[config.mk]
export PLATFORM = sky130hd
export DESIGN_NAME = data_island_scheduler_flat
export DESIGN_NICKNAME = d
export VERILOG_FILES = /design/src/rtl/hdmi_pkg.sv /design/src/rtl/data_island_scheduler_if.sv /design/src/rtl/rr_arbiter.sv /design/src/rtl/data_island_scheduler.sv /design/src/flat_wrapper.sv
export SDC_FILE = /design/constraint.sdc
export NUM_CORES = 1
export LEC_CHECK = 0
export BUFFER_PORTS_ARGS = -buffer_cell sky130_fd_sc_hd__buf_2
export CAP_MARGIN = 20
export CORE_AREA = 8 8 489 491
export CTS_CLUSTER_SIZE = 28
export DETAILED_ROUTE_END_ITERATION = 6
export DIE_AREA = 0 0 497 499
export SLEW_MARGIN = 20
export SYNTH_ARGS = -nofsm -noshare
export SYNTH_HDL_FRONTEND = slang
export SYNTH_HIERARCHICAL = 1
export SYNTH_SLANG_ARGS = --single-unit
[constraint.sdc]
create_clock -name clk_pixel -period 7.85 [get_ports clk_pixel]
set_clock_uncertainty 0.2 [all_clocks]
set_input_delay 0.3925 -clock clk_pixel [delete_from_list [all_inputs] [get_ports clk_pixel]]
set_output_delay 0.3925 -clock clk_pixel [all_outputs]
set_load 0.03 [all_outputs]
[src/rtl/hdmi_pkg.sv]
// Shared HDMI data-island types and period timing constants.
package hdmi_pkg;

   typedef enum logic [1:0] {
      TMDS_CONTROL     = 2'd0,
      TMDS_DI_PREAMBLE = 2'd1,
      TMDS_DI_GUARD    = 2'd2,
      TMDS_DI_DATA     = 2'd3
   } tmds_mode_t;

   typedef enum logic [2:0] {
      ST_IDLE,
      ST_LEAD,
      ST_PREAMBLE,
      ST_GUARD_LEAD,
      ST_PACKET,
      ST_GUARD_TRAIL
   } di_state_t;

   localparam int PREAMBLE_LEN   = 8;
   localparam int GUARD_LEN      = 2;
   localparam int PACKET_LEN     = 32;
   localparam int DI_MAX_PACKETS = 18;

   function automatic tmds_mode_t state_mode(input di_state_t s);
      case (s)
         ST_PREAMBLE:                   return TMDS_DI_PREAMBLE;
         ST_GUARD_LEAD, ST_GUARD_TRAIL: return TMDS_DI_GUARD;
         ST_PACKET:                     return TMDS_DI_DATA;
         default:                       return TMDS_CONTROL;
      endcase
   endfunction

endpackage

[src/rtl/data_island_scheduler_if.sv]
// Packet source bus: per-source valid/header/subpackets into the scheduler, pop pulses back.
interface data_island_scheduler_if #(parameter int NUM_SRC = 4) ();
   logic [NUM_SRC-1:0]            src_valid;
   logic [NUM_SRC-1:0][23:0]      src_header;
   logic [NUM_SRC-1:0][3:0][55:0] src_sub;
   logic [NUM_SRC-1:0]            src_ready;

   modport master (output src_valid, output src_header, output src_sub, input src_ready);
   modport slave  (input src_valid, input src_header, input src_sub, output src_ready);
endinterface

[src/rtl/rr_arbiter.sv]
// Combinational round-robin arbiter: first requester at or after ptr wins.
module rr_arbiter #(
   parameter  int NUM_SRC = 4,
   localparam int IDX_W   = (NUM_SRC > 1) ? $clog2(NUM_SRC) : 1
) (
   input  logic [NUM_SRC-1:0] req,
   input  logic [IDX_W-1:0]   ptr,
   output logic [NUM_SRC-1:0] gnt,
   output logic [IDX_W-1:0]   idx,
   output logic               any
);

   always_comb begin
      int j;
      logic [IDX_W-1:0] jj;
      j   = 0;
      jj  = '0;
      gnt = '0;
      idx = '0;
      any = 1'b0;
      for (int i = 0; i < NUM_SRC; i++) begin
         j = int'(ptr) + i;
         if (j >= NUM_SRC) j = j - NUM_SRC;
         jj = IDX_W'(j);
         if (!any && req[jj]) begin
            any     = 1'b1;
            gnt[jj] = 1'b1;
            idx     = jj;
         end
      end
   end

endmodule

[src/rtl/data_island_scheduler.sv]
// Sequences HDMI data islands inside horizontal blanking and feeds granted packets
// from NUM_SRC sources to the packet assembler, one 32-cycle slot per packet.
module data_island_scheduler
   import hdmi_pkg::*;
#(
   parameter int NUM_SRC       = 4,
   parameter int MAX_PACKETS   = DI_MAX_PACKETS,
   parameter int CTRL_LEAD     = 4,
   parameter int TRAIL_RESERVE = 22
) (
   input  logic                    clk_pixel,
   input  logic                    reset_n,
   input  logic                    blank_start,
   input  logic [11:0]             blank_len,
   data_island_scheduler_if.slave  src,
   output logic [1:0]              tmds_mode,
   output logic                    data_island_period,
   output logic [23:0]             header,
   output logic [3:0][55:0]        sub,
   output logic [4:0]              pkt_count
);

   localparam int IDX_W    = (NUM_SRC > 1) ? $clog2(NUM_SRC) : 1;
   localparam int OVERHEAD = CTRL_LEAD + PREAMBLE_LEN + 2 * GUARD_LEN + TRAIL_RESERVE;

   // Whole packet slots that fit after leading/trailing overheads, capped at the island limit.
   function automatic logic [4:0] calc_slots(input logic [11:0] len);
      logic [12:0] diff;
      logic [12:0] fit;
      diff = {1'b0, len} - 13'(OVERHEAD);
      fit  = ({1'b0, len} < 13'(OVERHEAD)) ? 13'd0 : (diff >> 5);
      return (fit > 13'(MAX_PACKETS)) ? 5'(MAX_PACKETS) : fit[4:0];
   endfunction

   di_state_t          state, state_n;
   logic [7:0]         cnt, cnt_n;
   logic [4:0]         slot_cnt, slot_cnt_n;
   logic [4:0]         slots_left, slots_left_n;
   logic [4:0]         pkt_count_n;
   logic [IDX_W-1:0]   ptr, ptr_n;
   logic [4:0]         budget;
   logic               grant;
   logic [NUM_SRC-1:0] gnt_oh;
   logic [IDX_W-1:0]   gnt_idx;
   logic               gnt_any;

   assign budget = calc_slots(blank_len);

   rr_arbiter #(.NUM_SRC(NUM_SRC)) u_arb (
      .req (src.src_valid),
      .ptr (ptr),
      .gnt (gnt_oh),
      .idx (gnt_idx),
      .any (gnt_any)
   );

   always_comb begin
      state_n      = state;
      cnt_n        = cnt;
      slot_cnt_n   = slot_cnt;
      slots_left_n = slots_left;
      pkt_count_n  = pkt_count;
      ptr_n        = ptr;
      grant        = 1'b0;
      case (state)
         ST_IDLE: begin
            if (blank_start && (budget != 5'd0) && (|src.src_valid)) begin
               state_n      = ST_LEAD;
               cnt_n        = '0;
               slots_left_n = budget;
               pkt_count_n  = '0;
            end
         end
         ST_LEAD: begin
            if (cnt == 8'(CTRL_LEAD - 1)) begin
               state_n = ST_PREAMBLE;
               cnt_n   = '0;
            end else begin
               cnt_n = cnt + 8'd1;
            end
         end
         ST_PREAMBLE: begin
            if (cnt == 8'(PREAMBLE_LEN - 1)) begin
               state_n = ST_GUARD_LEAD;
               cnt_n   = '0;
            end else begin
               cnt_n = cnt + 8'd1;
            end
         end
         ST_GUARD_LEAD: begin
            if (cnt == 8'(GUARD_LEN - 1)) begin
               cnt_n      = '0;
               slot_cnt_n = '0;
               // A requester that dropped valid before the first slot leaves the island empty.
               if (gnt_any) begin
                  grant   = 1'b1;
                  state_n = ST_PACKET;
               end else begin
                  state_n = ST_GUARD_TRAIL;
               end
            end else begin
               cnt_n = cnt + 8'd1;
            end
         end
         ST_PACKET: begin
            slot_cnt_n = slot_cnt + 5'd1;
            if (slot_cnt == 5'(PACKET_LEN - 1)) begin
               if ((slots_left != 5'd0) && gnt_any) begin
                  grant = 1'b1;
               end else begin
                  state_n = ST_GUARD_TRAIL;
               end
            end
         end
         ST_GUARD_TRAIL: begin
            if (cnt == 8'(GUARD_LEN - 1)) begin
               state_n = ST_IDLE;
               cnt_n   = '0;
            end else begin
               cnt_n = cnt + 8'd1;
            end
         end
         default: state_n = ST_IDLE;
      endcase

      if (grant) begin
         slots_left_n = slots_left - 5'd1;
         pkt_count_n  = pkt_count + 5'd1;
         ptr_n        = (gnt_idx == IDX_W'(NUM_SRC - 1)) ? '0 : gnt_idx + IDX_W'(1);
      end
   end

   always_ff @(posedge clk_pixel or negedge reset_n) begin
      if (!reset_n) begin
         state         <= ST_IDLE;
         cnt           <= '0;
         slot_cnt      <= '0;
         slots_left    <= '0;
         pkt_count     <= '0;
         ptr           <= '0;
         src.src_ready <= '0;
         header        <= '0;
         sub           <= '0;
      end else begin
         state         <= state_n;
         cnt           <= cnt_n;
         slot_cnt      <= slot_cnt_n;
         slots_left    <= slots_left_n;
         pkt_count     <= pkt_count_n;
         ptr           <= ptr_n;
         src.src_ready <= grant ? gnt_oh : '0;
         if (grant) begin
            header <= src.src_header[gnt_idx];
            sub    <= src.src_sub[gnt_idx];
         end
      end
   end

   assign tmds_mode          = state_mode(state);
   assign data_island_period = (state == ST_PACKET);

endmodule

[src/flat_wrapper.sv]
// flat-port wrapper written by rule: the top's interface ports become plain ports
module data_island_scheduler_flat import hdmi_pkg::*;
#(
   parameter int NUM_SRC       = 4,
   parameter int MAX_PACKETS   = DI_MAX_PACKETS,
   parameter int CTRL_LEAD     = 4,
   parameter int TRAIL_RESERVE = 22
)
  (clk_pixel, reset_n, blank_start, blank_len, tmds_mode, data_island_period, header, sub, pkt_count, src_src_valid, src_src_header, src_src_sub, src_src_ready);
  data_island_scheduler_if #(.NUM_SRC(NUM_SRC)) src_i ();
  input  logic clk_pixel;
  input  logic reset_n;
  input  logic blank_start;
  input  logic [11:0] blank_len;
  output logic [1:0] tmds_mode;
  output logic data_island_period;
  output logic [23:0] header;
  output logic [3:0][55:0] sub;
  output logic [4:0] pkt_count;
  input wire logic [$bits(src_i.src_valid)-1:0] src_src_valid;
  input wire logic [$bits(src_i.src_header)-1:0] src_src_header;
  input wire logic [$bits(src_i.src_sub)-1:0] src_src_sub;
  output wire logic [$bits(src_i.src_ready)-1:0] src_src_ready;
  assign src_i.src_valid = src_src_valid;
  assign src_i.src_header = src_src_header;
  assign src_i.src_sub = src_src_sub;
  assign src_src_ready = src_i.src_ready;
  data_island_scheduler #(.NUM_SRC(NUM_SRC), .MAX_PACKETS(MAX_PACKETS), .CTRL_LEAD(CTRL_LEAD), .TRAIL_RESERVE(TRAIL_RESERVE)) u_core (.clk_pixel(clk_pixel), .reset_n(reset_n), .blank_start(blank_start), .blank_len(blank_len), .src(src_i), .tmds_mode(tmds_mode), .data_island_period(data_island_period), .header(header), .sub(sub), .pkt_count(pkt_count));
endmodule
Yosys cells after proc, flatten, opt, wreduce, memory -nomap -nowiden --
Cells that the tools add are included.
Word-level totals: memories 0, flip-flop bits (word level) 280, output and inout bits 260, latch bits 0, word-level logic and storage cells 154, memory bits (writable) 0, input port bits 1011, ROM bits 0
Operators by class: multiplexer cells 68, shift operators 0, bitwise gates (word level) 3, add/sub/neg operators 13, equal/unequal tests 17, magnitude comparators 15, div/mod/pow operators 0, multipliers 0, reduce and logical (&&, ||, !) cells 26
Operators with widths (count):
- binary-select mux 224 bit (select 2 bit) | 1
- 2-to-1 mux 224 bit | 1
- binary-select mux 24 bit (select 2 bit) | 1
- 2-to-1 mux 5 bit | 8
- 2-to-1 mux 8 bit | 5
- one-hot mux 8 bit (4 select lines) | 1
- 2-to-1 mux 24 bit | 1
- 2-to-1 mux 3 bit | 7
- 2-to-1 mux 4 bit | 5
- 2-to-1 mux 2 bit | 9
- one-hot mux 3 bit (6 select lines) | 1
- 2-to-1 mux 1 bit | 17
- < comparator 2 x 3 -> 1 bit, second input constant | 5
- > comparator 13 x 5 -> 1 bit, second input constant | 1
- subtractor 12 x 6 -> 13 bit, second input constant | 1
- < comparator 12 x 6 -> 1 bit, second input constant | 1
- inequality test 2 x 1 -> 1 bit, second input constant | 6
- bitwise OR 4 bit | 3
- adder 5 x 1 -> 5 bit, second input constant | 2
- logical AND 1 bit | 10
- one-hot mux 5 bit (2 select lines) | 1
- nonzero test 5 bit | 2
- >= comparator 3 bit, second input constant | 3
- adder 8 x 1 -> 8 bit, second input constant | 1
- 28 further kinds | 49

Depth between registers and ports, before layout --
depth in word-level cells 20, gate-level depth with buffers 15

By module --
The synthesis kept the hierarchy.
Modules (own cells, without submodules):
- data_island_scheduler | cells each 1058, sequential area each 7006.7 um2, instances 1, area each 17131.4 um2
- rr_arbiter | cells each 45, sequential area each 0.0 um2, instances 1, area each 419.2 um2

Worst setup path after synthesis --
No wires, ideal clock.
path kind reg-to-reg, from register u_core.ptr[0], to register u_core/sub[162] (netlist bit), buffers on the path 5, setup time 0.125 ns, period minus slack after synthesis 3.919 ns, stages on the path, launching flop included 14, data required time 7.525 ns, slack 3.931 ns, arrival time 3.594 ns, path through dfrtp_1 -> buf_6 -> inv_1 -> ha_1 -> mux4_2 -> buf_6 -> and2b_2 -> o21ai_0 -> o31ai_1 -> buf_2 -> buf_2 -> buf_1 -> mux4_2 -> mux2_2
Between the ends: elaborated cells on any way between the ends 45, classes of those cells add/sub (7); order compare (4); mux (27); reduce/logical (7)
RTL lines:
- from (decl) | RTL line data_island_scheduler.sv:40 | logic [IDX_W-1:0] ptr, ptr_n;
- from (signal assigned) | RTL line data_island_scheduler.sv:150 | ptr <= ptr_n;
- parallel branches: the longest is 13 deep, another holds adder 2 x 1 -> 3 bit
- 2-to-1 mux 2 bit * | RTL line rr_arbiter.sv:25 | if (!any && req[jj]) begin
- named net u_core.gnt_idx[0] | RTL line data_island_scheduler.sv:44 | logic [IDX_W-1:0] gnt_idx;
- binary-select mux 224 bit (select 2 bit) * | RTL line data_island_scheduler.sv:154 | sub <= src.src_sub[gnt_idx];
- 2-to-1 mux 224 bit (implied by the code) * | RTL line data_island_scheduler.sv:154
- to (signal assigned) | RTL line data_island_scheduler.sv:154
- to (decl) | RTL line data_island_scheduler.sv:19 | output logic [3:0][55:0] sub,
Mark *: on every way through the listed nets, which the timed path passes. The select of a mux whose other input is x is not followed. A chain may end at the register's enable or synchronous reset.

Worst setup path in the final report --
from register u_core.ptr[0], to register u_core/sub[9] (netlist bit)
Same word-level chain as after synthesis.

==> out/qor.yml <==
run_status:
  outcome: "finished, final reports clean"
synthesis:
  synthArstFlopShare_pct: 100.0
  ys_ff_latch: 280
  syn_area_per_cell_sq_um: 15.91
  syn-instance-count: 1103
  ys.flop_type: "dfrtp_1"
  synth.distinct_cells: 60
  synth_nets: 2127
  ys_seq_area_share_pct: 39.92
  synth_edf_count: 0
  syn_area_sq_um: 17550
  yosysWarnings: 6
route:
  routedWlPerCell_um: 35.47
  antenna_left: 0
  drc: 0
  num_vias: 20510
  first_iter_violations: 1809
  vias_per_cell: 3.428
  firstDrtPassIters: 5
  drt-total-wl_mm: 212.2
setup_path:
  critPathLaunchType: "flip-flop"
  cp-endpoint: "u_core/sub[9]"
  crit_path_top_delay_cell: "dfrtp_1"
  criticalPathCategory: "reg -> reg"
  r2r_setup_slack_ns: 2.26
  critPathLaunch: "u_core/ptr[0]"
  critical_path.top_delay_family: "buffers and inverters"
  worstPathRequired_ns: 8.20
  reg2reg_depth: 10
  crit_chain: "inv_1 -> ha_1 -> mux4_2 -> o311ai_0 -> a32o_4 -> buf_4 -> buf_4 -> mux4_2 -> dlygate4sd3_1 -> mux2_2"
  cp.buffers_inverters: 4
  cp-end-kind: "flip-flop"
  max_stage_delay_ns: 0.72
  r2r_start: "u_core/ptr[0]"
  cp_max_fo: 40
  worstPathArrival_ns: 5.93
  cp.depth: 10
  timing.rr.end: "u_core/sub[9]"
floorplan:
  die_y_um: 499
  core-area_sq_um: 231400
  num_rows: 177
  start_util_pct: 7.584
  die_w_um: 497
  die_area_sq_um: 248000
  ios: 1271
global_routing:
  grt_max_degree: 120
  grt-ovfl-total: 0
  use_met1_pct: 16.45
  top_usage_layer: "met2"
  use_met3_pct: 11.19
  first_global_vias: 21020
  grt_util_met2_pct: 27.43
  grt_pass1_wl_mm: 259.3
  antenna_found_initial: 370
  track_usage_pct: 16.36
final_layout:
  drive_gt1_share_pct: 65.90
  mostFrequentLayoutCells: "1268 x buf_2, 480 x dlygate4sd3_1, 280 x dfrtp_1, 254 x mux2_2, 250 x mux4_2"
  nets: 3846
  synthToLayoutAreaGrowth_pct: 94.28
  num-fill-cells: 25940
  seq_area_sq_um: 7007
  mostFrequentLayoutCell: "buf_2"
  multi_input_area_sq_um: 10030
clock_network:
  htreeDepth: 2
  cts_sinks: 280
  path_clk_slew_ns: 0.06
  cts_resized: 0
  cts_tree: "done"
  cts_max_path_buffers: 3
  root_buffer: "clkbuf_16"
  clk_latency_ns: 0.63
  cts_made_buffers: 46
power:
  combPwrFrac_pct: 70.2
  power_density_nw_per_um2: 472.7
  p_sw_share_pct: 43.71
  power.switching_mw: 7.046
  ir_drop_mv: 0.3927
  p_leak_nw: 14.89
  p_int_mw: 9.073
  power_frac_seq_pct: 15.6
  clockPowerShare_pct: 14.1
hold_path:
  hold_path_class: "in -> reg"
sta:
  setup_viol: 0
  worst_pin_slew_ns: 1.052
  slew_viol_final: 0
  fin_tns_setup_ns: 0
  fmax_mhz: 179.0
  rsz0062_at_grt: "no"
  relSlewSlack_pct: 29.86
  fin_crit_sh_pct: 71.16
  timing.hold.ws_ns: 0.06215
  hold_viol: 0
  fin_crit_ns: 5.586
place:
  dp_hpwl_mm: 189.8
  routabilityCongestion: 0.9501
  port_buffers: 1269
job:
  drv_cap: 0
## worst reg2reg max path, stage by stage (launching register included)
cell and delay (ns):
dfrtp_1 0.72, inv_1 0.17, ha_1 0.42, mux4_2 0.46, o311ai_0 0.45, a32o_4 0.66, buf_4 0.55, buf_4 0.57
mux4_2 0.46, dlygate4sd3_1 0.58, mux2_2 0.26
## per-stage QoR
step | instance area [sq um] | std cells | util (%) | power (mW) | setup slack (ns)
after floorplan | 17550 | 1103 | - | 8.501 | 3.931
after global placement | 27480 | 5337 | 11.87 | 11.87 | 2.966
after detailed placement | 27480 | 5337 | 11.87 | 12.01 | 2.758
after CTS | 33890 | 5899 | 14.64 | 16.44 | 2.228
after global routing | 34000 | 5941 | 14.69 | 17.07 | 1.971
final | 34100 | 5982 | 14.73 | 16.12 | 2.264
## state kept, by name, indices dropped and copies added (netlist names)
name and flops:
u_core/slot_cnt 5, u_core/cnt 8, u_core/slots_left 5, u_core/state 3, u_core/sub 224, u_core/src.src_ready 4
u_core/header 24, u_core/pkt_count 5, u_core/ptr 2
## how the worst min path moves through the flow
stage / start / endpoint / slack [ns] / cells past startpoint
after CTS: src_src_sub[799] / u_core/sub[127] / 0.001 / 3
after global placement: reset_n / u_core/sub[195] / 0.28 / 1
after detailed placement: reset_n / u_core/sub[128] / 0.29 / 1
final: src_src_sub[32] / u_core/sub[32] / 0.06 / 3
after global routing: src_src_sub[508] / u_core/sub[60] / 0.02 / 3
after floorplan: reset_n / u_core/cnt[0] / -0.10 / 0
## metal layers
layer / vias to the layer above / wire length, um
met2: 1731 / 97960
met1: 9712 / 70880
met3: 772 / 32860
met5: - / 1414
li1: 8075 / -
met4: 216 / 9061
## power groups by stage
| stage | sequential [mW] | clock (mW) | combinational, mW |
|---|---|---|---|
| CTS | 2.52 | 2.42 | 11.5 |
| floorplan | 3.76 | 0 | 4.74 |
| finish | 2.52 | 2.28 | 11.3 |
| global route | 2.62 | 2.42 | 12.0 |
| global placement | 2.52 | 0 | 9.35 |
| detailed placement | 2.55 | 0 | 9.46 |
## cell usage after synthesis (4+ instances only)
cell / number / area [sq um]
dfrtp_1: 280 / 7007
mux2_2: 254 / 2860
mux4_2: 250 / 5630
clkbuf_1: 54 / 202.7
nand2_1: 22 / 82.58
o21ai_0: 20 / 100.1
nor2_1: 17 / 63.81
buf_2: 16 / 80.08
inv_1: 15 / 56.30
ha_1: 13 / 162.7
buf_4: 12 / 90.09
a21oi_1: 9 / 45.04
a22oi_1: 9 / 67.56
buf_6: 9 / 101.4
nand3_1: 9 / 45.04
and2_1: 8 / 50.05
nand2b_1: 8 / 50.05
a22o_1: 6 / 52.55
o211ai_1: 6 / 45.04
mux2i_1: 5 / 50.05
nor3_1: 5 / 25.02
o21a_1: 5 / 37.54
a32o_1: 4 / 40.04
buf_1: 4 / 15.01
nor3b_1: 4 / 30.03
o2111ai_1: 4 / 35.03
o311a_1: 4 / 40.04
xnor2_1: 4 / 35.03
## layout make-up
cell class	instances	share of cell area [%]
Timing Repair Buffer	1766	33.38
Multi-Input combinational cell	713	29.43
Sequential cell	280	20.55
Tap cell	3043	11.17
Clock buffer	65	4.000
Clock inverter	17	0.7045
Antenna cell	83	0.6091
Inverter	15	0.1651
## cells by family after synthesis
kind of cell / share of synthesized area [%]
xor+xnor: 0.1996
compound gates: 4.049
buf+inv: 3.108
flops: 39.92
fa+ha+maj: 0.9268
simple gates: 2.830
mux: 48.96
## repair_timing
item                      in CTS  in global routing
hold endpoints to repair     322                  0
hold buffers                 480                  0
setup buffers                  0                  0
Power figures use the tool's default switching activity.
